===== src/rtl/pixel_fetch_pkg.sv =====
// pixel_fetch_pkg: FSM encoding, word/pixel derivations and parameter legality check
// shared by the pixel fetch engine.
package pixel_fetch_pkg;

   localparam logic [1:0] ST_IDLE  = 2'd0;
   localparam logic [1:0] ST_BURST = 2'd1;
   localparam logic [1:0] ST_DONE  = 2'd2;

   function automatic int pix_per_word(input int dw, input int pix_w);
      return dw / pix_w;
   endfunction

   function automatic int byte_inc(input int dw);
      return dw / 8;
   endfunction

   function automatic bit params_ok(input int dw, input int pix_w, input int depth, input int burst);
      return (dw == 32) &&
             (pix_w == 8 || pix_w == 16 || pix_w == 32) &&
             (depth >= 4) && ((depth & (depth - 1)) == 0) &&
             (burst >= 1) && (burst <= depth / 2);
   endfunction

endpackage


===== src/rtl/pf_fifo.sv =====
// pf_fifo: synchronous FIFO with registered head-of-queue read data, occupancy/free counts
// and a synchronous flush; rd_dat is valid whenever count is non-zero.
module pf_fifo #(
   parameter int W     = 32,
   parameter int DEPTH = 16
) (
   input  logic                   i_clk,
   input  logic                   i_reset,
   input  logic                   flush,
   input  logic                   push,
   input  logic [W-1:0]           push_dat,
   input  logic                   pop,
   output logic [W-1:0]           rd_dat,
   output logic [$clog2(DEPTH):0] count,
   output logic [$clog2(DEPTH):0] free
);
   localparam int PW = $clog2(DEPTH);

   logic [W-1:0]  mem [DEPTH];
   logic [PW-1:0] wr_ptr;
   logic [PW-1:0] rd_ptr;
   logic          do_pop;

   assign do_pop = pop && (count != '0);
   assign free   = (PW + 1)'(DEPTH) - count;

   always_ff @(posedge i_clk) begin
      if (push && !flush)
         mem[wr_ptr] <= push_dat;
   end

   // rd_dat tracks the head entry; a push into an empty (or draining) queue bypasses memory
   always_ff @(posedge i_clk or negedge i_reset) begin
      if (!i_reset) begin
         wr_ptr <= '0;
         rd_ptr <= '0;
         count  <= '0;
         rd_dat <= '0;
      end else if (flush) begin
         wr_ptr <= '0;
         rd_ptr <= '0;
         count  <= '0;
      end else begin
         if (push)
            wr_ptr <= wr_ptr + 1'b1;
         if (do_pop)
            rd_ptr <= rd_ptr + 1'b1;
         count <= count + {{PW{1'b0}}, push} - {{PW{1'b0}}, do_pop};
         if (do_pop && count > (PW + 1)'(1))
            rd_dat <= mem[rd_ptr + 1'b1];
         else if (push && (count == '0 || (do_pop && count == (PW + 1)'(1))))
            rd_dat <= push_dat;
      end
   end

   assert property (@(posedge i_clk) disable iff (!i_reset)
                    !(push && !flush && count == (PW + 1)'(DEPTH)));

endmodule


===== src/rtl/pixel_fetch.sv =====
// pixel_fetch: Wishbone burst reader filling a FIFO, unpacked into LSB-first pixels on valid/ready.
// Underrun flag/counter are built only when PIXEL_FETCH_UNDERRUN_EN is defined.
module pixel_fetch
   import pixel_fetch_pkg::*;
#(
   parameter int DW         = 32,
   parameter int AW         = 32,
   parameter int PIX_W      = 8,
   parameter int FIFO_DEPTH = 16,
   parameter int BURST_LEN  = 8,
   parameter int WCNT_W     = 20
) (
   input  logic              i_clk,
   input  logic              i_reset,
   input  logic [AW-1:0]     i_base_addr,
   input  logic [WCNT_W-1:0] i_frame_words,
   input  logic              i_frame_start,
   output logic [PIX_W-1:0]  o_pix_dat,
   output logic              o_pix_valid,
   input  logic              i_pix_ready,
   output logic              o_wb_cyc,
   output logic              o_wb_stb,
   output logic [AW-1:0]     o_wb_addr,
   output logic [DW/8-1:0]   o_wb_sel,
   input  logic              i_wb_ack,
   input  logic [DW-1:0]     i_wb_dat,
   output logic              o_underrun,
   output logic [15:0]       o_underrun_cnt
);
   localparam int PPW   = pix_per_word(DW, PIX_W);
   localparam int INC   = byte_inc(DW);
   localparam int IDX_W = (PPW > 1) ? $clog2(PPW) : 1;
   localparam int CW    = $clog2(FIFO_DEPTH) + 1;
   localparam int BW    = $clog2(BURST_LEN) + 1;

   if (!params_ok(DW, PIX_W, FIFO_DEPTH, BURST_LEN)) begin : g_bad_params
      $error("pixel_fetch: illegal parameter combination");
   end

   logic [1:0]        st;
   logic [AW-1:0]     addr;
   logic [WCNT_W-1:0] remaining;
   logic [BW-1:0]     beats;
   logic              cyc;
   logic              ack_take;
   logic [DW-1:0]     fifo_dat;
   logic [CW-1:0]     fifo_cnt;
   logic [CW-1:0]     fifo_free;
   logic              fifo_vld;
   logic              fifo_pop;
   logic [DW-1:0]     word;
   logic [IDX_W-1:0]  idx;
   logic              pix_vld;
   logic              consume;
   logic              last;
   logic              need_load;

   // an ack coinciding with a restart belongs to the abandoned frame
   assign ack_take  = cyc && i_wb_ack && !i_frame_start;
   assign o_wb_cyc  = cyc;
   assign o_wb_stb  = cyc;
   assign o_wb_addr = addr;
   assign o_wb_sel  = '1;

   always_ff @(posedge i_clk or negedge i_reset) begin
      if (!i_reset) begin
         st        <= ST_IDLE;
         addr      <= '0;
         remaining <= '0;
         beats     <= '0;
         cyc       <= 1'b0;
      end else if (i_frame_start) begin
         st        <= ST_IDLE;
         addr      <= i_base_addr;
         remaining <= i_frame_words;
         beats     <= '0;
         cyc       <= 1'b0;
      end else begin
         case (st)
            ST_IDLE: begin
               if (remaining == '0) begin
                  st <= ST_DONE;
               end else if (fifo_free >= CW'(BURST_LEN)) begin
                  st    <= ST_BURST;
                  cyc   <= 1'b1;
                  beats <= (remaining < WCNT_W'(BURST_LEN)) ? BW'(remaining) : BW'(BURST_LEN);
               end
            end
            ST_BURST: begin
               if (ack_take) begin
                  addr      <= addr + AW'(INC);
                  remaining <= remaining - 1'b1;
                  beats     <= beats - 1'b1;
                  if (beats == BW'(1)) begin
                     cyc <= 1'b0;
                     st  <= ST_IDLE;
                  end
               end
            end
            ST_DONE: ;
            default: st <= ST_IDLE;
         endcase
      end
   end

   pf_fifo #(.W(DW), .DEPTH(FIFO_DEPTH)) u_fifo (
      .i_clk    (i_clk),
      .i_reset  (i_reset),
      .flush    (i_frame_start),
      .push     (ack_take),
      .push_dat (i_wb_dat),
      .pop      (fifo_pop),
      .rd_dat   (fifo_dat),
      .count    (fifo_cnt),
      .free     (fifo_free)
   );

   assign fifo_vld  = (fifo_cnt != '0);
   assign consume   = pix_vld && i_pix_ready;
   assign last      = (idx == IDX_W'(PPW - 1));
   assign need_load = !pix_vld || (consume && last);
   assign fifo_pop  = need_load && fifo_vld && !i_frame_start;

   // the word shifts right on each consume so the current pixel is always the low bits
   always_ff @(posedge i_clk or negedge i_reset) begin
      if (!i_reset) begin
         word    <= '0;
         idx     <= '0;
         pix_vld <= 1'b0;
      end else if (i_frame_start) begin
         idx     <= '0;
         pix_vld <= 1'b0;
      end else if (need_load) begin
         if (fifo_vld) begin
            word    <= fifo_dat;
            idx     <= '0;
            pix_vld <= 1'b1;
         end else begin
            pix_vld <= 1'b0;
         end
      end else if (consume) begin
         word <= word >> PIX_W;
         idx  <= idx + 1'b1;
      end
   end

   assign o_pix_dat   = word[PIX_W-1:0];
   assign o_pix_valid = pix_vld;

`ifdef PIXEL_FETCH_UNDERRUN_EN
   logic        active;
   logic        frame_end;
   logic        urun_evt;
   logic        urun;
   logic [15:0] urun_cnt;

   // frame ends once every word is fetched and the final pixel leaves the unpacker
   assign frame_end = (remaining == '0) && !cyc && !fifo_vld && (!pix_vld || (consume && last));
   assign urun_evt  = active && !frame_end && i_pix_ready && !pix_vld;

   always_ff @(posedge i_clk or negedge i_reset) begin
      if (!i_reset) begin
         active   <= 1'b0;
         urun     <= 1'b0;
         urun_cnt <= '0;
      end else if (i_frame_start) begin
         active   <= 1'b1;
         urun     <= 1'b0;
         urun_cnt <= '0;
      end else begin
         if (frame_end)
            active <= 1'b0;
         if (urun_evt) begin
            urun <= 1'b1;
            if (urun_cnt != 16'hFFFF)
               urun_cnt <= urun_cnt + 16'd1;
         end
      end
   end

   assign o_underrun     = urun;
   assign o_underrun_cnt = urun_cnt;
`else
   assign o_underrun     = 1'b0;
   assign o_underrun_cnt = '0;
`endif

endmodule

===== config.mk =====
export PLATFORM = sky130hd
export DESIGN_NAME = pixel_fetch
export DESIGN_NICKNAME = d
export VERILOG_FILES = /design/src/rtl/pixel_fetch_pkg.sv /design/src/rtl/pf_fifo.sv /design/src/rtl/pixel_fetch.sv
export SDC_FILE = /design/constraint.sdc
export NUM_CORES = 1
export LEC_CHECK = 0
export ABC_AREA = 1
export CORE_MARGIN = 3
export CORE_UTILIZATION = 40
export DETAILED_ROUTE_END_ITERATION = 10
export HOLD_SLACK_MARGIN = 0.15
export PLACE_DENSITY = 0.69
export SLEW_MARGIN = 0
export SYNTH_ARGS = -nofsm -noshare
export SYNTH_HDL_FRONTEND = slang
export SYNTH_SLANG_ARGS = --single-unit

===== constraint.sdc =====
create_clock -name i_clk -period 9.6 [get_ports i_clk]
set_input_delay 1.92 -clock i_clk [delete_from_list [all_inputs] [get_ports i_clk]]
set_output_delay 1.92 -clock i_clk [all_outputs]
set_load 0.03 [all_outputs]

==> reports/qor.csv <==
stage;metric;value;unit
run_status;status;finished, final reports clean;
detailed_routing;top sig layer;met5;
synthesis;register area share after synthesis;62.9;%
detailed_routing;DR iter-0 viols;1879;
floorplan;die area;78200;um2
global_routing;first-pass GRT wire length;117;mm
detailed_routing;DR WL/cell;17.4;um
clocking;worst skew pair latency;0.62;ns
sta;Setup-failing EPs final;0;
setup_path;Max stage delay on crit path;0.94;ns
clocking;post-cts sizing count;0;
setup_path;Buf/Inv on CP;4;
setup_path;Crit-path slowest cell;inv_6;
finish;# nets final;3417;
setup_path;crit end category;flip-flop;
synthesis;top-count cell post-synth;nand2_1;
global_routing;overall routing resource usage;19.0;%
clocking;CTS tree;built;
detailed_routing;routed vias/inst;5.07;
placement;Port Buffers;131;
floorplan;starting density of the core;40.7;%
clocking;Post-CTS Setup Bufs;0;
setup_path;most used cell, CP;nand3_1;
pwr;Pleak;14.5;nW
detailed_routing;met1 wire length;32.4;mm
detailed_routing;Routed WL;75.1;mm
sta;max-slew violation count;0;
detailed_routing;antenna-violating nets left;0;
setup_path;Crit Path Max Fanout;198;
detailed_routing;met2 wire len;35.5;mm
sta;Slew HR;16.8;%
clocking;Clock Tree Buf Depth;3;
synthesis;Synth Instances;3230;
detailed_routing;drt drc;0;
synthesis;ys async rst share;21.4;%
detailed_routing;Met3 Wirelength;4.67;mm
job;Max-Cap Viols;0;
setup_path;WP data arrival;5.49;ns
sta;Final Hold Viols;0;
sta;RSZ-0062 raised after global routing;no;
pwr;peak supply drop;0.161;mV
sta;Final TNS setup;0;ns
synthesis;Yosys top cell area share;51.3;%
global_routing;largest net degree at the start of global routing;199;
clocking;root buffer cell;clkbuf_16;
setup_path;WP data required;10.09;ns
sta;fin crit period;4.99;ns
clocking;TritonCTS Sinks;651;
clocking;CTS H-tree depth;3;
global_routing;GR Overflow Total;0;
pwr;PwrDens;275;nW/um2
worst_hold_path;Hold Path Class;reg -> reg;
floorplan;CORE AREA;73600;um2
floorplan;cell row count;99;
synthesis;post-synthesis cell type count;41;
setup_path;critical-path cell list;buf_12 > inv_6 > buf_4 > buf_4 > nand2_1 > nand3_1 > nand3_1 > nand3_1 > nand3_1 > nand2_1 > nand2_1;
floorplan;die extent in y;280;um
floorplan;IO Count;153;
placement;GPL Wtd Cong;0.829;
clocking;Reg clk slew, reported paths;0.06;ns
sta;fin crit share;52.0;%
synthesis;leading cell types by total area after synthesis;edfxtp_1 51%, nand2_1 15%, dfrtp_1 12%;
floorplan;die width;280;um
synthesis;Synth top cells by count;1168 x nand2_1, 512 x edfxtp_1, 415 x nand3_1, 369 x inv_1, 168 x nor2_1;
synthesis;Post-synth EDFFs;512;
synthesis;area leader, netlist;edfxtp_1;
finish;layout cells sized above 1;5.38;%
sta;Max Fclk;200;MHz
global_routing;initial antenna violation count;3;
placement;Inst Count DP;4193;
setup_path;crit-path leading delay family;buffers and inverters;
detailed_routing;detailed-route via count;21900;
synthesis;YS warnings;0;
finish;filler cell count;6760;
setup_path;startpoint types;flip-flop;
finish;Final Non-Filler Cells;4324;
sta;Setup Skew;0.0313;ns
setup_path;crit path kind;reg -> reg;
global_routing;vias in the first global route;21100;
clocking;CTS Hold Bufs;0;
synthesis;ys flop type;edfxtp_1;
synthesis;Synth Area per Inst;9.27;um2
detailed_routing;Pre-antenna DRT Iters;8;
synthesis;Mapped Area;30000;um2
clocking;Num CTS Buffers;70;
placement;DP HPWL;42.0;mm
finish;area growth from synthesis to layout;14.7;%
synthesis;Seq cells post-synth;651;
sta;Tightest Pin Transition;1.25;ns
routing by layer:
metal | up-vias | global-route usage [%]
met5 | - | 0
met4 | 2 | 7.44
met3 | 170 | 3.56
met2 | 785 | 31.4
met1 | 10400 | 24.9
li1 | 10600 | -
worst paths after layout:
path                                         startpoint                             to  slack, ns  depth (start not counted)
max                        u_fifo.rd_ptr[0]$_DFFE_PN0P_  u_fifo.rd_dat[26]$_DFFE_PN0P_       4.61                         11
min                            o_wb_addr[0]$_DFFE_PN0P_       o_wb_addr[0]$_DFFE_PN0P_       0.47                          2
max reg2reg                u_fifo.rd_ptr[0]$_DFFE_PN0P_  u_fifo.rd_dat[26]$_DFFE_PN0P_       4.61                         11
min reg2reg                    o_wb_addr[0]$_DFFE_PN0P_       o_wb_addr[0]$_DFFE_PN0P_       0.47                          2
max in group asynchronous                       i_reset   u_fifo.rd_ptr[0]$_DFFE_PN0P_       6.88                          2
min in group asynchronous                       i_reset  u_fifo.rd_dat[10]$_DFFE_PN0P_       1.42                          1
state kept, by name, summed over array words and instances (netlist names):
| register | flops |
|---|---|
| beats | 4 |
| idx | 2 |
| remaining | 20 |
| u_fifo.count | 5 |
| u_fifo.rd_dat | 32 |
| u_fifo.rd_ptr | 4 |
| o_pix_valid | 1 |
| word | 32 |
| o_wb_cyc | 1 |
| u_fifo.mem | 512 |
| st | 2 |
| o_wb_addr | 32 |
| u_fifo.wr_ptr | 4 |
logic make-up after synthesis:
logic type / count (synthesis) / share of synthesized area (%)
flops: 651 / 62.9
buf+inv: 559 / 7.66
fa+ha+maj: 22 / 0.944
compound gates: 189 / 3.41
simple gates: 1799 / 24.7
other cells: 2 / 0.0251
xor+xnor: 8 / 0.284
layout by cell type, fill, tap and decap left out, types with 2 or more instances in the layout:
master              n
nand3_1           415
nand3b_1           13
ha_1               20
clkbuf_8           10
nor2_1            163
xor2_4              2
nor3_1              4
nand2_1          1167
o21ai_0           109
clkinv_2           11
nor3_2             11
nand2_2             4
inv_6               4
a21oi_1            39
nor2_4              6
inv_1             368
bufinv_16           3
clkinv_1            9
xnor2_1             2
edfxtp_1          512
dfrtp_1           138
clkdlybuf4s50_1   129
nand4_1            12
conb_1             21
xor2_1              3
clkbuf_1           19
diode_2             2
o21ai_2             2
buf_4              35
inv_2               5
clkbuf_16          71
a2bb2oi_1           3
o211ai_1            5
o21ai_1             3
a31oi_1            15
o22ai_1             7
area by class of cell:
| class | count | area, um2 | area share, % |
|---|---|---|---|
| Antenna cell | 2 | 5.00 | 0.0146 |
| Clock buffer | 100 | 1990 | 5.78 |
| Clock inverter | 29 | 282 | 0.819 |
| Inverter | 377 | 1420 | 4.14 |
| Multi-Input combinational cell | 2039 | 9010 | 26.2 |
| Sequential cell | 651 | 18900 | 54.9 |
| Tap cell | 959 | 1200 | 3.49 |
| Timing Repair Buffer | 167 | 1590 | 4.63 |
where the power goes:
| group | internal [mW] | switching, mW | leakage [nW] |
|---|---|---|---|
| Sequential | 3.33 | 0.292 | 6.27 |
| Combinational | 1.02 | 2.16 | 7.12 |
| Clock | 1.54 | 1.12 | 1.11 |
worst min-delay path, stage by stage, from the launching register on:
cell and delay [ns]:
dfrtp_1 0.35, nand2_1 0.05, nand2_1 0.04
per-stage QoR:
| step | power (mW) | worst slack (ns) | hold WS [ns] | area (um2) | util [%] |
|---|---|---|---|---|---|
| after global routing | 10.0 | 4.58 | 0.496 | 34400 | 46.7 |
| after global placement | 6.77 | 4.55 | 0.465 | 32100 | 43.6 |
| after CTS | 9.49 | 4.85 | 0.480 | 34400 | 46.7 |
| final | 9.45 | 4.61 | 0.474 | 34400 | 46.7 |
| after floorplan | 5.88 | 4.24 | 0.444 | 30000 | - |
| after detailed placement | 6.83 | 4.50 | 0.465 | 32100 | 43.6 |
No activity file was read; power rests on OpenSTA's default activity.
